**src/rtl/core_lsu_if.sv**
```systemverilog
// rtl/core_lsu_if.sv - valid/ready data-memory bus between core_lsu and the memory side
interface core_lsu_if #(parameter int XLEN = 64);
    logic            dbus_req_valid_o;
    logic            dbus_req_ready_i;
    logic [XLEN-1:0] dbus_addr_o;
    logic            dbus_we_o;
    logic [XLEN-1:0] dbus_wdata_o;
    logic [7:0]      dbus_wstrb_o;
    logic            dbus_rsp_valid_i;
    logic [XLEN-1:0] dbus_rdata_i;

    modport master (
        output dbus_req_valid_o, dbus_addr_o, dbus_we_o, dbus_wdata_o, dbus_wstrb_o,
        input  dbus_req_ready_i, dbus_rsp_valid_i, dbus_rdata_i
    );

    modport slave (
        input  dbus_req_valid_o, dbus_addr_o, dbus_we_o, dbus_wdata_o, dbus_wstrb_o,
        output dbus_req_ready_i, dbus_rsp_valid_i, dbus_rdata_i
    );
endinterface

```
**src/rtl/core_lsu.sv**
```systemverilog
// rtl/core_lsu.sv - MEM-stage load/store unit driving a valid/ready data bus
// Optional misaligned-access trap: define LSU_MISALIGN_TRAP_EN.
module core_lsu #(
    parameter int XLEN = 64
) (
    input  logic            clk,
    input  logic            rst,
    input  logic [XLEN-1:0] addr_i,
    input  logic [XLEN-1:0] wdata_i,
    input  logic            mem_read_i,
    input  logic            mem_write_i,
    input  logic [2:0]      funct3_i,
    output logic [XLEN-1:0] mem_data_o,
    output logic            stall_o,
    output logic            misalign_o,
    core_lsu_if.master      dbus
);
    typedef enum logic [1:0] {S_IDLE, S_REQ, S_WAIT, S_DONE} state_t;

    state_t          state, state_next;
    logic            access, trap, start;
    logic [1:0]      size, size_q;
    logic [2:0]      size_mask, lane, lane_q;
    logic            uns_q;
    logic [7:0]      strb_base;
    logic [XLEN-1:0] rdata_shift, load_ext;

    assign access = mem_read_i | mem_write_i;
    assign size   = funct3_i[1:0];

    always_comb begin
        size_mask = 3'b000;
        strb_base = 8'h01;
        case (size)
            2'd1: begin size_mask = 3'b001; strb_base = 8'h03; end
            2'd2: begin size_mask = 3'b011; strb_base = 8'h0F; end
            2'd3: begin size_mask = 3'b111; strb_base = 8'hFF; end
            default: ;
        endcase
    end

`ifdef LSU_MISALIGN_TRAP_EN
    assign trap = access & (|(addr_i[2:0] & size_mask));
`else
    assign trap = 1'b0;
`endif

    // Clearing the sub-size bits forces alignment when the trap is disabled
    // and is a no-op for any access that is allowed to proceed when it is.
    assign lane  = addr_i[2:0] & ~size_mask;
    assign start = (state == S_IDLE) & access & ~trap;

    always_ff @(posedge clk) begin
        if (rst) state <= S_IDLE;
        else     state <= state_next;
    end

    always_comb begin
        state_next            = state;
        stall_o               = 1'b0;
        misalign_o            = 1'b0;
        dbus.dbus_req_valid_o = 1'b0;
        case (state)
            S_IDLE: begin
                stall_o    = start;
                misalign_o = trap;
                if (start) state_next = S_REQ;
            end
            S_REQ: begin
                stall_o               = 1'b1;
                dbus.dbus_req_valid_o = 1'b1;
                if (dbus.dbus_req_ready_i) state_next = S_WAIT;
            end
            S_WAIT: begin
                stall_o = 1'b1;
                if (dbus.dbus_rsp_valid_i) state_next = S_DONE;
            end
            S_DONE:  state_next = S_IDLE;
            default: state_next = S_IDLE;
        endcase
    end

    always_ff @(posedge clk) begin
        if (rst) begin
            dbus.dbus_addr_o  <= '0;
            dbus.dbus_we_o    <= 1'b0;
            dbus.dbus_wdata_o <= '0;
            dbus.dbus_wstrb_o <= '0;
            size_q            <= '0;
            uns_q             <= 1'b0;
            lane_q            <= '0;
        end else if (start) begin
            dbus.dbus_addr_o  <= {addr_i[XLEN-1:3], 3'b000};
            dbus.dbus_we_o    <= mem_write_i;
            dbus.dbus_wdata_o <= wdata_i << {lane, 3'b000};
            dbus.dbus_wstrb_o <= strb_base << lane;
            size_q            <= size;
            uns_q             <= funct3_i[2];
            lane_q            <= lane;
        end
    end

    assign rdata_shift = dbus.dbus_rdata_i >> {lane_q, 3'b000};

    always_comb begin
        load_ext = rdata_shift;
        case (size_q)
            2'd0: load_ext = {{(XLEN-8){~uns_q & rdata_shift[7]}}, rdata_shift[7:0]};
            2'd1: load_ext = {{(XLEN-16){~uns_q & rdata_shift[15]}}, rdata_shift[15:0]};
            2'd2: load_ext = {{(XLEN-32){~uns_q & rdata_shift[31]}}, rdata_shift[31:0]};
            default: ;
        endcase
    end

    always_ff @(posedge clk) begin
        if (rst) begin
            mem_data_o <= '0;
        end else if ((state == S_WAIT) && dbus.dbus_rsp_valid_i && !dbus.dbus_we_o) begin
            mem_data_o <= load_ext;
        end
    end
endmodule
```
**src/flat_wrapper.sv**
```systemverilog
// flat-port wrapper written by rule: the top's interface ports become plain ports
module core_lsu_flat 
#(
    parameter int XLEN = 64
)
  (clk, rst, addr_i, wdata_i, mem_read_i, mem_write_i, funct3_i, mem_data_o, stall_o, misalign_o, dbus_dbus_req_valid_o, dbus_dbus_addr_o, dbus_dbus_we_o, dbus_dbus_wdata_o, dbus_dbus_wstrb_o, dbus_dbus_req_ready_i, dbus_dbus_rsp_valid_i, dbus_dbus_rdata_i);
  core_lsu_if #(.XLEN(XLEN)) dbus_i ();
  input  logic clk;
  input  logic rst;
  input  logic [XLEN-1:0] addr_i;
  input  logic [XLEN-1:0] wdata_i;
  input  logic mem_read_i;
  input  logic mem_write_i;
  input  logic [2:0] funct3_i;
  output logic [XLEN-1:0] mem_data_o;
  output logic stall_o;
  output logic misalign_o;
  output wire logic [$bits(dbus_i.dbus_req_valid_o)-1:0] dbus_dbus_req_valid_o;
  output wire logic [$bits(dbus_i.dbus_addr_o)-1:0] dbus_dbus_addr_o;
  output wire logic [$bits(dbus_i.dbus_we_o)-1:0] dbus_dbus_we_o;
  output wire logic [$bits(dbus_i.dbus_wdata_o)-1:0] dbus_dbus_wdata_o;
  output wire logic [$bits(dbus_i.dbus_wstrb_o)-1:0] dbus_dbus_wstrb_o;
  input wire logic [$bits(dbus_i.dbus_req_ready_i)-1:0] dbus_dbus_req_ready_i;
  input wire logic [$bits(dbus_i.dbus_rsp_valid_i)-1:0] dbus_dbus_rsp_valid_i;
  input wire logic [$bits(dbus_i.dbus_rdata_i)-1:0] dbus_dbus_rdata_i;
  assign dbus_dbus_req_valid_o = dbus_i.dbus_req_valid_o;
  assign dbus_dbus_addr_o = dbus_i.dbus_addr_o;
  assign dbus_dbus_we_o = dbus_i.dbus_we_o;
  assign dbus_dbus_wdata_o = dbus_i.dbus_wdata_o;
  assign dbus_dbus_wstrb_o = dbus_i.dbus_wstrb_o;
  assign dbus_i.dbus_req_ready_i = dbus_dbus_req_ready_i;
  assign dbus_i.dbus_rsp_valid_i = dbus_dbus_rsp_valid_i;
  assign dbus_i.dbus_rdata_i = dbus_dbus_rdata_i;
  core_lsu #(.XLEN(XLEN)) u_core (.clk(clk), .rst(rst), .addr_i(addr_i), .wdata_i(wdata_i), .mem_read_i(mem_read_i), .mem_write_i(mem_write_i), .funct3_i(funct3_i), .mem_data_o(mem_data_o), .stall_o(stall_o), .misalign_o(misalign_o), .dbus(dbus_i));
endmodule
```
**config.mk**
```make
export PLATFORM = sky130hd
export DESIGN_NAME = core_lsu_flat
export DESIGN_NICKNAME = d
export VERILOG_FILES = /design/src/rtl/core_lsu_if.sv /design/src/rtl/core_lsu.sv /design/src/flat_wrapper.sv
export SDC_FILE = /design/constraint.sdc
export NUM_CORES = 1
export LEC_CHECK = 0
export ABC_CLOCK_PERIOD_IN_PS = 2650
export BUFFER_PORTS_ARGS = -buffer_cell sky130_fd_sc_hd__buf_2
export CORE_AREA = 2 2 158 160
export DETAILED_ROUTE_END_ITERATION = 7
export DIE_AREA = 0 0 160 162
export GPL_TIMING_DRIVEN = 0
export PLACE_DENSITY = 0.78
export SYNTH_ARGS = -nofsm -noshare
export SYNTH_HDL_FRONTEND = slang
export SYNTH_SLANG_ARGS = --single-unit
```
**constraint.sdc**
```tcl
create_clock -name clk -period 2.65 [get_ports clk]
set_clock_uncertainty 0.2 [all_clocks]
set_input_delay 0.265 -clock clk [delete_from_list [all_inputs] [get_ports clk]]
set_output_delay 0.265 -clock clk [all_outputs]
set_load 0.1 [all_outputs]
```
==> qor.txt <==
STATUS
--------------------------------------------------------------------------------------
Run status                                                                   completed

FINAL LAYOUT
--------------------------------------------------------------------------------------
Post-Route Utilization                                                           60.4%
Cell area after layout                                                       14600 um2
Fill cell total of the finished layout                                            2242
Ratio of cells with drive above 1 in the final layout                            30.2%
Final cell count without fillers                                                  2129
Area growth from synthesis to final layout                                       37.6%
Most common library cell in the layout ignoring fill and taps             sky130_fd_sc_hd__buf_2
Total Nets Final                                                                  1993
Most frequent cells in the layout                                         sky130_fd_sc_hd__buf_2, sky130_fd_sc_hd__nand2_1, sky130_fd_sc_hd__dfxtp_1, sky130_fd_sc_hd__nor2_1, sky130_fd_sc_hd__mux2i_1

WORST SETUP PATH
--------------------------------------------------------------------------------------
Arrival time of data at the critical path endpoint                             2.74 ns
Critical path type                                                             reg2reg
Number of cells on the worst reg-to-reg path                                         8
Worst endpoint required time                                                   2.79 ns
CP Max Fanout                                                                       10
Critical Path Sink Type                                                           flop
Flop2flop setup slack                                                          0.06 ns
Kind of launch point of the worst setup path                                      flop

GLOBAL ROUTING
--------------------------------------------------------------------------------------
GR Util All Layers                                                               33.4%
Wire length of the first global-routing pass                                  67700 um
Initial antenna violation count                                                      2
Vias in the first global route                                                   11900
Pin count of the biggest net entering global routing                                15
Global-route congestion overflow total                                               0

FLOORPLAN
--------------------------------------------------------------------------------------
Overall die area                                                             25900 um2
Die Height                                                                      162 um
Die W                                                                           160 um
CORE AREA                                                                    24100 um2
Ports placed on the boundary                                                       405
Initial standard-cell utilization of the core                                    43.9%
FP Rows                                                                             57

POWER AND IR DROP
--------------------------------------------------------------------------------------
Power per cell area                                                        1120 nW/um2
Peak supply drop                                                              0.823 mV
Leak                                                                           6.42 nW
Total power consumption of the routed design                                  0.0163 W

WORST HOLD PATH
--------------------------------------------------------------------------------------
Hold Crit Depth                                                                      4
Hold crit path type                                                             in2reg

YOSYS
--------------------------------------------------------------------------------------
YS warnings                                                                          0
Post-synth EDFFs                                                                     0
Sequential element share of the synthesized area                                 39.0%
Netlist Area Pre-Place                                                       10600 um2
Share of flip-flops with an asynchronous set or reset                               0%
Register bit count reported by yosys                                               206
Mapped Cells                                                                      1282
Commonest register cell after synthesis                                   sky130_fd_sc_hd__dfxtp_1
Yosys cell types                                                                    53
Synth Area per Inst                                                           8.25 um2

CLOCK TREE
--------------------------------------------------------------------------------------
Num CTS Buffers                                                                     23
H-tree Lvls                                                                          1
Sink count of the clock tree                                                       206
Cell chosen for the clock root                                            sky130_fd_sc_hd__clkbuf_16
TritonCTS clock tree                                                               yes
CTS Buffer Depth                                                                     3
Post-CTS Repair Setup Buffers                                                        0
Clock Pin Slew Worst Setup and Hold Paths                                      0.07 ns
Clock Latency Late Sink                                                        0.51 ns

TIMING
--------------------------------------------------------------------------------------
Worst max-slew margin expressed relative to the limit                            34.8%
Unrepaired setup endpoints after global routing                                   true
Sum of negative setup slack                                                       0 ns
Count of endpoints failing hold in the final timing report                           0
Setup violators final                                                                0
Period minus WS final                                                          2.59 ns
Pin slew with the least headroom to its limit                                 0.970 ns
Maximum clock frequency                                                        386 MHz
Post-route clock period utilization                                              97.8%
Total count of max-transition violations in the final report                         0

PLACEMENT
--------------------------------------------------------------------------------------
Port Buf Inserts                                                                   399
Area post-placement                                                          13000 um2
Cell count after placement                                                        2008
Weighted congestion reported at the end of routability-driven placement          0.996
Half-perimeter wire length after detailed placement                           34600 um

DETAILED ROUTING
--------------------------------------------------------------------------------------
Routed wire length                                                            45700 um
Remaining routing DRC violations                                                     0
Violation count after the first detailed-routing iteration                        1226
Vias                                                                             12100
WL/cell                                                                        21.5 um
Average via count per standard cell                                               5.68
Pre-Repair DR Iteration Count                                                        5
Routed Antenna Nets                                                                  0

FLOW RUN
--------------------------------------------------------------------------------------
Max-capacitance violation count                                                      0

-- repair_timing --
action	CTS	global route
pin swaps	0	1
resized for setup	9	16
hold endpoints to repair	88	0
setup endpoints to repair	53	57
hold buffers	80	0
-- registers in the layout, indices dropped and copies added, names as in the netlist --
name,flops
u_core.dbus.dbus_wdata_o,64
u_core.size_q,2
u_core.mem_data_o,64
u_core.dbus.dbus_wstrb_o,8
u_core.uns_q,1
u_core.lane_q,3
u_core.dbus.dbus_we_o,1
u_core.dbus.dbus_addr_o,61
u_core.state,2
-- cell type report --
type / instances / area, um2 / area share, %
Clock inverter: 11 / 98.8 / 0.679
Antenna cell: 2 / 5.00 / 0.0344
Tap cell: 324 / 405 / 2.78
Multi-Input combinational cell: 957 / 5950 / 40.8
Inverter: 6 / 22.5 / 0.155
Timing Repair Buffer: 479 / 2800 / 19.3
Clock buffer: 29 / 628 / 4.31
Sequential cell: 206 / 4120 / 28.3
Buffer: 115 / 528 / 3.63
-- report_power, final --
group          switching (W)  internal (W)  leakage (nW)
logic                0.00730       0.00177          4.38
clock network        0.00135       0.00179         0.358
registers           0.000387       0.00373          1.69
-- critical path, cell delays in order (launching register included) --
cell and delay [ns]:
sky130_fd_sc_hd__dfxtp_1 0.31, sky130_fd_sc_hd__buf_4 0.17, sky130_fd_sc_hd__mux2_2 0.37, sky130_fd_sc_hd__nor3b_1 0.43, sky130_fd_sc_hd__nor4_4 0.19, sky130_fd_sc_hd__and4b_1 0.36
sky130_fd_sc_hd__buf_6 0.14, sky130_fd_sc_hd__buf_6 0.16, sky130_fd_sc_hd__a211oi_2 0.08
-- metal layers --
metal	global-route usage (%)	part of all wire (%)	up-vias
met5	0	0	-
met4	15.4	4.7	0
li1	-	-	5551
met3	6.18	9.7	123
met2	58.0	48	786
met1	40.2	38	5628
-- cells by family after synthesis --
group	after synthesis	share of synthesized area, %
mux	135	14.0
other cells	1	0.0354
compound gates	303	20.8
flops	206	39.0
buf+inv	122	5.10
fa+ha+maj	4	0.473
simple gates	511	20.6
-- stage by stage --
| step | worst slack, ns | hold slack [ns] |
|---|---|---|
| detailed placement | -0.385 | 0.243 |
| floorplan | 0.0659 | 0.201 |
| CTS | 0.0151 | 0.00611 |
| global route | -0.0360 | 0.0406 |
| global placement | -0.424 | 0.238 |
| finish | 0.0571 | 0.0126 |
-- synth_stat cells, types with 15 or more instances --
| cell type | n | area share (%) |
|---|---|---|
| sky130_fd_sc_hd__a211oi_1 | 30 | 2.1 |
| sky130_fd_sc_hd__a211oi_2 | 30 | 3.5 |
| sky130_fd_sc_hd__a21oi_1 | 104 | 4.9 |
| sky130_fd_sc_hd__a22oi_1 | 42 | 3.0 |
| sky130_fd_sc_hd__a311oi_1 | 20 | 1.7 |
| sky130_fd_sc_hd__buf_2 | 20 | 0.95 |
| sky130_fd_sc_hd__clkbuf_1 | 75 | 2.7 |
| sky130_fd_sc_hd__dfxtp_1 | 206 | 39 |
| sky130_fd_sc_hd__mux2_2 | 18 | 1.9 |
| sky130_fd_sc_hd__mux2i_1 | 106 | 10 |
| sky130_fd_sc_hd__nand2_1 | 234 | 8.3 |
| sky130_fd_sc_hd__nand2b_1 | 26 | 1.5 |
| sky130_fd_sc_hd__nand3_1 | 15 | 0.71 |
| sky130_fd_sc_hd__nor2_1 | 162 | 5.7 |
| sky130_fd_sc_hd__nor2b_1 | 16 | 0.95 |
| sky130_fd_sc_hd__nor3_1 | 37 | 1.8 |
-- worst paths after layout --
| kind | from | to |
|---|---|---|
| setup / recovery | u_core.lane_q[1] | u_core.mem_data_o[34] |
| hold / removal | wdata_i[36] | u_core.dbus.dbus_wdata_o[36] |
| setup reg to reg | u_core.lane_q[1] | u_core.mem_data_o[34] |
| hold reg to reg | u_core.dbus.dbus_addr_o[57] | u_core.dbus.dbus_addr_o[57] |
Note: power is estimated with default switching activity, not from simulation.
